### src/rtl/udp_proto_pkg.sv
// Shared UDP protocol constants: packet magic/version, status packet layout and
// the sender state encoding. The panel writer imports the same magic/version.
package udp_proto_pkg;

    localparam int STATUS_PKT_LEN = 14;

    localparam int IDX_SEQ   = 4;
    localparam int IDX_FRAME = 6;
    localparam int IDX_ERR   = 10;
    localparam int IDX_FLAGS = 12;
    localparam int IDX_CSUM  = STATUS_PKT_LEN - 1;

    localparam logic [15:0] DEF_MAGIC    = 16'h4C43;
    localparam logic [7:0]  DEF_VERSION  = 8'h01;
    localparam logic [7:0]  DEF_PKT_TYPE = 8'h02;

    typedef enum logic {
        IDLE = 1'b0,
        SEND = 1'b1
    } state_t;

endpackage

### src/rtl/udp_status_sender_if.sv
// Byte-wide payload stream toward the Ethernet core's udp0 sink.
interface udp_status_sender_if;
    logic       valid;
    logic       last;
    logic       ready;
    logic [7:0] data;

    modport master (output valid, output last, output data, input ready);
    modport slave  (input valid, input last, input data, output ready);
endinterface

### src/rtl/udp_status_sender.sv
// Snapshots status counters on request and streams one 14-byte status datagram
// payload; one request can queue behind the packet in flight.
module udp_status_sender
    import udp_proto_pkg::*;
#(
    parameter logic [15:0] MAGIC    = DEF_MAGIC,
    parameter logic [7:0]  VERSION  = DEF_VERSION,
    parameter logic [7:0]  PKT_TYPE = DEF_PKT_TYPE
) (
    input  logic                       clock,
    input  logic                       resetn,
    input  logic                       send_req,
    input  logic [31:0]                frame_cnt,
    input  logic [15:0]                err_cnt,
    input  logic [7:0]                 status_flags,
    udp_status_sender_if.master        udp0_sink,
    output logic                       busy,
    output logic [7:0]                 drop_cnt
);

    state_t      state, state_nxt;
    logic [3:0]  idx;
    logic [15:0] seq;
    logic        pending;

    logic [15:0] snap_seq;
    logic [31:0] snap_frame;
    logic [15:0] snap_err;
    logic [7:0]  snap_flags;
    logic [7:0]  csum;
    logic [7:0]  byte_sel;

    logic xfer, done, restart, capture;

    function automatic logic [7:0] sat_inc8(input logic [7:0] v);
        return (v == 8'hFF) ? v : v + 8'd1;
    endfunction

    // A request arriving with the final byte is served immediately, same as a pending one.
    always_comb begin
        xfer      = (state == SEND) && udp0_sink.ready;
        done      = xfer && (idx == 4'(IDX_CSUM));
        restart   = done && (pending || send_req);
        capture   = ((state == IDLE) && send_req) || restart;
        state_nxt = state;
        case (state)
            IDLE:    if (send_req) state_nxt = SEND;
            SEND:    if (done && !restart) state_nxt = IDLE;
            default: state_nxt = IDLE;
        endcase
    end

    always_comb begin
        byte_sel = 8'h00;
        case (idx)
            4'd0:               byte_sel = MAGIC[15:8];
            4'd1:               byte_sel = MAGIC[7:0];
            4'd2:               byte_sel = VERSION;
            4'd3:               byte_sel = PKT_TYPE;
            4'(IDX_SEQ):        byte_sel = snap_seq[15:8];
            4'(IDX_SEQ + 1):    byte_sel = snap_seq[7:0];
            4'(IDX_FRAME):      byte_sel = snap_frame[31:24];
            4'(IDX_FRAME + 1):  byte_sel = snap_frame[23:16];
            4'(IDX_FRAME + 2):  byte_sel = snap_frame[15:8];
            4'(IDX_FRAME + 3):  byte_sel = snap_frame[7:0];
            4'(IDX_ERR):        byte_sel = snap_err[15:8];
            4'(IDX_ERR + 1):    byte_sel = snap_err[7:0];
            4'(IDX_FLAGS):      byte_sel = snap_flags;
            4'(IDX_CSUM):       byte_sel = csum;
            default:            byte_sel = 8'h00;
        endcase
    end

    assign udp0_sink.valid = (state == SEND);
    assign udp0_sink.last  = (state == SEND) && (idx == 4'(IDX_CSUM));
    assign udp0_sink.data  = (state == SEND) ? byte_sel : 8'h00;
    assign busy            = (state != IDLE) || pending;

    always_ff @(posedge clock) begin
        if (!resetn) begin
            state    <= IDLE;
            idx      <= 4'd0;
            seq      <= 16'd0;
            pending  <= 1'b0;
            drop_cnt <= 8'd0;
        end else begin
            state <= state_nxt;
            if (done)
                seq <= seq + 16'd1;
            if (capture)
                idx <= 4'd0;
            else if (xfer)
                idx <= idx + 4'd1;
            if (state == SEND) begin
                if (send_req && pending)
                    drop_cnt <= sat_inc8(drop_cnt);
                if (done)
                    pending <= 1'b0;
                else if (send_req)
                    pending <= 1'b1;
            end
        end
    end

    // Snapshot and running checksum; a back-to-back snapshot carries the incremented seq.
    always_ff @(posedge clock) begin
        if (capture) begin
            snap_seq   <= done ? seq + 16'd1 : seq;
            snap_frame <= frame_cnt;
            snap_err   <= err_cnt;
            snap_flags <= status_flags;
            csum       <= 8'h00;
        end else if (xfer) begin
            csum <= csum ^ byte_sel;
        end
    end

endmodule

### src/flat_wrapper.sv
// flat-port wrapper written by rule: the top's interface ports become plain ports
module udp_status_sender_flat import udp_proto_pkg::*;
#(
    parameter logic [15:0] MAGIC    = DEF_MAGIC,
    parameter logic [7:0]  VERSION  = DEF_VERSION,
    parameter logic [7:0]  PKT_TYPE = DEF_PKT_TYPE
)
  (clock, resetn, send_req, frame_cnt, err_cnt, status_flags, busy, drop_cnt, udp0_sink_valid, udp0_sink_last, udp0_sink_data, udp0_sink_ready);
  udp_status_sender_if udp0_sink_i ();
  input  logic clock;
  input  logic resetn;
  input  logic send_req;
  input  logic [31:0] frame_cnt;
  input  logic [15:0] err_cnt;
  input  logic [7:0] status_flags;
  output logic busy;
  output logic [7:0] drop_cnt;
  output wire logic [$bits(udp0_sink_i.valid)-1:0] udp0_sink_valid;
  output wire logic [$bits(udp0_sink_i.last)-1:0] udp0_sink_last;
  output wire logic [$bits(udp0_sink_i.data)-1:0] udp0_sink_data;
  input wire logic [$bits(udp0_sink_i.ready)-1:0] udp0_sink_ready;
  assign udp0_sink_valid = udp0_sink_i.valid;
  assign udp0_sink_last = udp0_sink_i.last;
  assign udp0_sink_data = udp0_sink_i.data;
  assign udp0_sink_i.ready = udp0_sink_ready;
  udp_status_sender #(.MAGIC(MAGIC), .VERSION(VERSION), .PKT_TYPE(PKT_TYPE)) u_core (.clock(clock), .resetn(resetn), .send_req(send_req), .frame_cnt(frame_cnt), .err_cnt(err_cnt), .status_flags(status_flags), .udp0_sink(udp0_sink_i), .busy(busy), .drop_cnt(drop_cnt));
endmodule
### config.mk
export PLATFORM = sky130hd
export DESIGN_NAME = udp_status_sender_flat
export DESIGN_NICKNAME = d
export VERILOG_FILES = /design/src/rtl/udp_proto_pkg.sv /design/src/rtl/udp_status_sender_if.sv /design/src/rtl/udp_status_sender.sv /design/src/flat_wrapper.sv
export SDC_FILE = /design/constraint.sdc
export NUM_CORES = 1
export LEC_CHECK = 0
export ABC_AREA = 1
export CAP_MARGIN = 15
export CORE_MARGIN = 2
export CORE_UTILIZATION = 48
export DETAILED_ROUTE_END_ITERATION = 12
export HOLD_SLACK_MARGIN = 0.08
export PLACE_DENSITY = 0.71
export SETUP_SLACK_MARGIN = 0.4
export SLEW_MARGIN = 20
export SYNTH_ARGS = -nofsm -noshare
export SYNTH_HDL_FRONTEND = slang
export SYNTH_SLANG_ARGS = --single-unit
### constraint.sdc
create_clock -name clock -period 3.82 [get_ports clock]
set_clock_uncertainty 0.15 [all_clocks]
set_input_delay 0.382 -clock clock [delete_from_list [all_inputs] [get_ports clock]]
set_output_delay 0.382 -clock clock [all_outputs]
set_load 0.01 [all_outputs]
==> flow_metrics.tcl, run 1 <==
set metrics [dict create \
    holdCritPathClass "flop to flop" \
    ctsResizeCount 0 \
    die_area_um2 11800 \
    fmax_mhz 313 \
    synthCells 583 \
    drt_iter0_markers 295 \
    ff2ff_path_depth 9 \
    routed_wl_mm 12.6 \
    maxCapViolations 0 \
    initial_core_util 0.489 \
    rsz0062_at_grt "false" \
    finalSetupViolCount 0 \
    holdBufCountCts 0 \
    numPortBuffers 78 \
    rows 38 \
    vias 4238 \
    drv_slew 0 \
    yosys.cell_types.count 36 \
    final_hold_viol_count 0 \
    cp.arrival_ns 2.66 \
    wl_per_cell_um 15.8 \
    period_minus_slack_ns 3.20 \
    avgSynthCellArea_um2 9.01 \
    netlist_area_um2 5250 \
    overflow 0 \
    cts_inserted_buffers 9 \
    n_antenna_cell 0 \
    cts_buffer_depth 2 \
    drtAntennaViolNets 0 \
    grt.total_usage 0.223 \
    insertion_delay_ns 0.38 \
    dr.pass1.iters 7 \
    stdcell_area_um2 6370 \
    grt_pass1_vias 4023 \
    critPathMaxStageDelay_ns 0.68 \
    ioPinCount 79 \
    dp_hpwl_mm 9.13 \
    grt_start_max_net_pins 30 \
    antenna_found_initial 0 \
    routabilityCongestion 0.913 \
    power.density_nw_per_um2 355 \
    die_w_um 109 \
    via_per_inst 5.32 \
    grt_pass1_wl_mm 19.9 \
    start_kind "flop" \
    final_common_cell "nand2_1" \
    crit_chain "inv_2 > nor2_2 > nand3_1 > nand2_1 > nor2_1 > nand3_1 > nand2_1 > inv_1 > clkdlybuf4s50_1" \
    drive_gt1_frac 0.0761 \
    crit_path_top_delay_cell "dfxtp_1" \
    clk_pin_slew_worst_paths_ns 0.10 \
    ys_seq_area_frac 0.557 \
    coreArea_um2 10700 \
    critPathRequiredTime_ns 3.29 \
    cts_setup_buffers 0 \
    maxSlewHeadroom 0.469 \
    finalPower_mw 2.26 \
    critical_path_class "flop to primary output" \
    status "completed" \
    fillCellCount 931 \
    leakage_nw 2.64 \
    most-common-layout-cells "141 x nand2_1, 78 x clkdlybuf4s50_1, 72 x edfxtp_1" \
    cts_tree "yes" \
    cts-root-buf "clkbuf_8" \
    fp.dieH_um 109 \
    peakVddDrop_mv 0.218 \
    clock_sinks 110 \
    htree_num_levels 3 \
    final_nets 718 \
    worst_slew_pin_slew_ns 0.795 \
    syn_nets 649 \
    critPathMaxFanout 21 \
    crit_path_end_kind "primary output" \
    route.detailed.drc 0 \
    syn_to_final_growth_pct 21.4 \
    fin_crit_sh 0.837 \
    holdPathStages 2 \
    synth_warnings 0 \
    final.setup.tns_ns 0 \
    synth_seq_cells 110 \
    placed_area_um2 6140 \
]
==> sequential cells by signal, summed over array words and instances, names as in the netlist <==
register                flops
u_core.udp0_sink.valid      1
u_core.snap_seq            16
u_core.pending              1
u_core.idx                  4
u_core.snap_flags           8
u_core.snap_frame          32
u_core.seq                 16
u_core.csum                 8
u_core.snap_err            16
u_core.drop_cnt             8
==> worst paths after layout <==
path | from | end | slack, ns
max | u_core.idx[3] | udp0_sink_data[2] | 0.62
min | u_core.seq[15] | u_core.seq[15] | 0.35
max reg2reg | u_core.idx[1] | u_core.snap_frame[7] | 1.01
min reg2reg | u_core.seq[15] | u_core.seq[15] | 0.35
==> per-layer routing <==
metal  GRT usage  wire, um
met1       0.272      5200
met3      0.0561       791
met2       0.387      6290
met5           0         0
met4      0.0714       282
==> Yosys cell counts (all sizes together) <==
cell,number,area [um2]
a21oi,17,88.8
buf,24,130
clkbuf,3,11.3
dfxtp,38,761
edfxtp,72,2160
ha,6,75.1
inv,70,265
nand2,145,578
nand3,39,200
nand3b,2,18.8
nand4,60,375
nor2,74,333
nor3,7,56.3
nor4,2,12.5
o21ai,9,56.3
o21bai,1,7.51
or2,1,6.26
xnor2,7,61.3
xor2,6,52.6
==> power by group <==
group          switching [mW]  total (mW)  internal, mW  leakage (nW)
logic                  0.0891       0.177        0.0879          1.55
registers              0.0191        1.33          1.31         0.990
clock network           0.391       0.753         0.362         0.104
==> through the flow <==
| stage | hold WS [ns] | std cells | utilization | setup slack (ns) |
|---|---|---|---|---|
| final | 0.353 | 797 | 0.593 | 0.624 |
| after global routing | 0.379 | 797 | 0.593 | 0.438 |
| after CTS | 0.364 | 797 | 0.592 | 0.525 |
| after detailed placement | 0.348 | 781 | 0.572 | 0.871 |
| after global placement | 0.320 | 781 | 0.572 | 0.936 |
| after floorplan | 0.306 | 583 | - | 0.581 |
==> final cells by class <==
class                           count  area (um2)  area share
Timing Repair Buffer               85         858       0.135
Sequential cell                   110        2920       0.459
Multi-Input combinational cell    376        1930       0.303
Tap cell                          140         175      0.0275
Inverter                           70         265      0.0416
Clock inverter                      4        51.3     0.00805
Clock buffer                       12         166      0.0261
==> cells by family (layout without fill, tap and decap cells) <==
| family | Yosys count | count (layout) | share of synthesized area |
|---|---|---|---|
| AOI/OAI and AO/OA | 27 | 27 | 0.0291 |
| xor gates and xnor gates | 13 | 13 | 0.0217 |
| adders and majority gates | 6 | 6 | 0.0143 |
| buffers and inverters | 97 | 171 | 0.0774 |
| DFF | 110 | 110 | 0.557 |
| and+or+nand+nor | 330 | 330 | 0.301 |
==> critical path: cells and delay by family, from the launching register on <==
kind / cells / cell delay [ns]
buf+inv: 3 / 0.89
flops: 1 / 0.68
simple gates: 6 / 0.71
Power figures use the tool's default switching activity.
==> run 2: changes to the inputs <==
--- a/config.mk
+++ b/config.mk
@@ -11,7 +11,7 @@
 export CORE_UTILIZATION = 48
 export DETAILED_ROUTE_END_ITERATION = 12
 export HOLD_SLACK_MARGIN = 0.08
-export PLACE_DENSITY = 0.71
+export PLACE_DENSITY = 0.74
 export SETUP_SLACK_MARGIN = 0.4
 export SLEW_MARGIN = 20
 export SYNTH_ARGS = -nofsm -noshare
==> constraint.sdc (replaced) <==
create_clock -name clock -period 2.8 [get_ports clock]
set_clock_uncertainty 0.15 [all_clocks]
set_input_delay 0.28 -clock clock [delete_from_list [all_inputs] [get_ports clock]]
set_output_delay 0.28 -clock clock [all_outputs]
set_load 0.01 [all_outputs]
==> run 2 against run 1 <==
  * Sequential power grew 37%
  * Sequential share of layout area is 2.2 points lower
  * Largest cell class unchanged
  * First-iteration DRC count grew 46%
  * Clock power rose by 15%
  * Flip-flop and latch count unchanged
==> flow_metrics.tcl, run 2 (same netlist as run 1, synthesis figures left out) <==
set metrics [dict create \
    status "completed" \
    grt_pass1_wl_mm 21.1 \
    finalSetupViolCount 0 \
    instances_no_fill 827 \
    cts_tree "yes" \
    grt_pass1_vias 4310 \
    crit_path_top_delay_cell "dfxtp_4" \
    cts-root-buf "clkbuf_8" \
    route.detailed.drc 0 \
    cp.arrival_ns 2.01 \
    crit_chain "buf_12 > ha_4 > buf_6 > nand4_1 > nand2_1 > nor2_2 > nand3_2 > nand2_1 > inv_1 > clkdlybuf4s15_2" \
    drv_slew 0 \
    critPathMaxFanout 7 \
    holdBufCountCts 0 \
    drtAntennaViolNets 0 \
    cts_buffer_depth 2 \
    critical_path_class "flop to primary output" \
    rows 38 \
    crit_top_cell "nand2_1" \
    die_area_um2 11800 \
    via_per_inst 5.42 \
    drt_iter0_markers 432 \
    most-common-layout-cells "139 x nand2_1, 72 x edfxtp_1, 69 x clkdlybuf4s50_1" \
    wl_per_cell_um 16.3 \
    timing.critical_path.depth 10 \
    max_flop_register "u_core.snap_frame" \
    grt.total_usage 0.235 \
    routabilityCongestion 0.878 \
    ioPinCount 79 \
    final_util 0.626 \
    crit_path_end_kind "primary output" \
    fillCellCount 889 \
    critPathRequiredTime_ns 2.37 \
    place_inst 788 \
    clock_sinks 110 \
    syn_to_final_growth_pct 28.1 \
    ff2ff_path_depth 10 \
    maxCapViolations 0 \
    largest_reg_flops 32 \
    final_common_cell "nand2_1" \
    fp.dieH_um 109 \
    numPortBuffers 78 \
    leakage_nw 2.85 \
    rsz0062_at_grt "true" \
    critPathMaxStageDelay_ns 0.38 \
    routed_wl_mm 13.5 \
    peakVddDrop_mv 0.283 \
    vias 4486 \
    fin_crit_sh 0.870 \
    worst_slew_pin_slew_ns 0.785 \
    grt_start_max_net_pins 30 \
    period_minus_slack_ns 2.44 \
    insertion_delay_ns 0.39 \
    dr.pass1.iters 5 \
    coreArea_um2 10700 \
    maxSlewHeadroom 0.476 \
    initial_core_util 0.489 \
    drive_gt1_frac 0.170 \
    n_antenna_cell 0 \
    crit_family "simple AND/OR/NAND/NOR gates" \
    die_w_um 109 \
    holdPathStages 1 \
    overflow 0 \
    crit_buf_inv 4 \
    cts_inserted_buffers 9 \
    holdCritPathClass "input pin to flop" \
    fmax_mhz 411 \
    clk_pin_slew_worst_paths_ns 0.11 \
    start_kind "flop" \
    final_hold_viol_count 0 \
    htree_num_levels 3 \
    final_nets 748 \
    power.density_nw_per_um2 440 \
    rrSetupSlack_ns 0.54 \
    antenna_found_initial 0 \
    dp_hpwl_mm 9.26 \
]
==> run 2: cell count changes in the layout (fill, tap and decap cells not counted), moves of 4 or more <==
cell / delta
buf_4: +20
nor2_1: -12
nor2_2: +11
buf_6: +10
clkdlybuf4s50_1: -9
nand3_1: -7
nand3_2: +7
dfxtp_1: -4
ha_4: +4
inv_1: -4
==> run 2: path summary, 6_finish.rpt <==
check | from | end
worst min register to register | u_core.seq[15] | u_core.seq[15]
worst max register to register | u_core.idx[0] | u_core.snap_err[1]
worst min-delay path | status_flags[6] | u_core.snap_flags[6]
worst max-delay path | u_core.idx[0] | udp0_sink_data[7]
==> run 2: metrics by stage <==
| step | area [um2] | hold WS [ns] | setup slack (ns) | total power, mW | setup TNS (ns) |
|---|---|---|---|---|---|
| floorplan | 5290 | 0.229 | -0.0646 | 1.95 | -4.65 |
| global placement | 6220 | 0.316 | 0.284 | 2.10 | 0 |
| detailed placement | 6220 | 0.323 | 0.240 | 2.10 | 0 |
| CTS | 6630 | 0.284 | 0.326 | 2.96 | 0 |
| global route | 6730 | 0.287 | 0.280 | 3.06 | 0 |
| finish | 6730 | 0.294 | 0.365 | 2.96 | 0 |
==> run 2: cell type report <==
type	instances	area (um2)	share of cell area
Inverter	70	289	0.0430
Tap cell	140	175	0.0260
Clock buffer	11	131	0.0195
Multi-Input combinational cell	376	2050	0.305
Timing Repair Buffer	115	1110	0.165
Clock inverter	5	35.0	0.00521
Sequential cell	110	2940	0.436
==> run 2: per-layer routing <==
metal	wire length, um	up-vias	global-route usage
met5	0	-	0
met4	554	0	0.119
met3	978	53	0.0524
met2	6710	198	0.396
met1	5260	2087	0.282
li1	-	2148	-
==> run 2: report_power, final <==
group | internal (mW) | switching, mW
Sequential | 1.79 | 0.0336
Combinational | 0.138 | 0.133
Clock | 0.327 | 0.541
Total | 2.25 | 0.708
==> run 2: repair_timing <==
item / 4_1_cts / 5_1_grt
pin swaps: 20 / 15
setup buffers: 14 / 7
resized for setup: 58 / 26
gates cloned: 2 / 0
endpoints found under the setup margin: 9 / 9
==> run 3: changes to the inputs <==
--- a/config.mk
+++ b/config.mk
@@ -6,9 +6,10 @@
 export NUM_CORES = 1
 export LEC_CHECK = 0
 export ABC_AREA = 1
-export CAP_MARGIN = 15
+export CAP_MARGIN = 40
 export CORE_MARGIN = 2
 export CORE_UTILIZATION = 48
+export CTS_CLUSTER_DIAMETER = 150
 export DETAILED_ROUTE_END_ITERATION = 12
 export HOLD_SLACK_MARGIN = 0.08
 export PLACE_DENSITY = 0.74
==> results of run 3 <==
Final layout, timing and power as in run 2 (identical DEF).
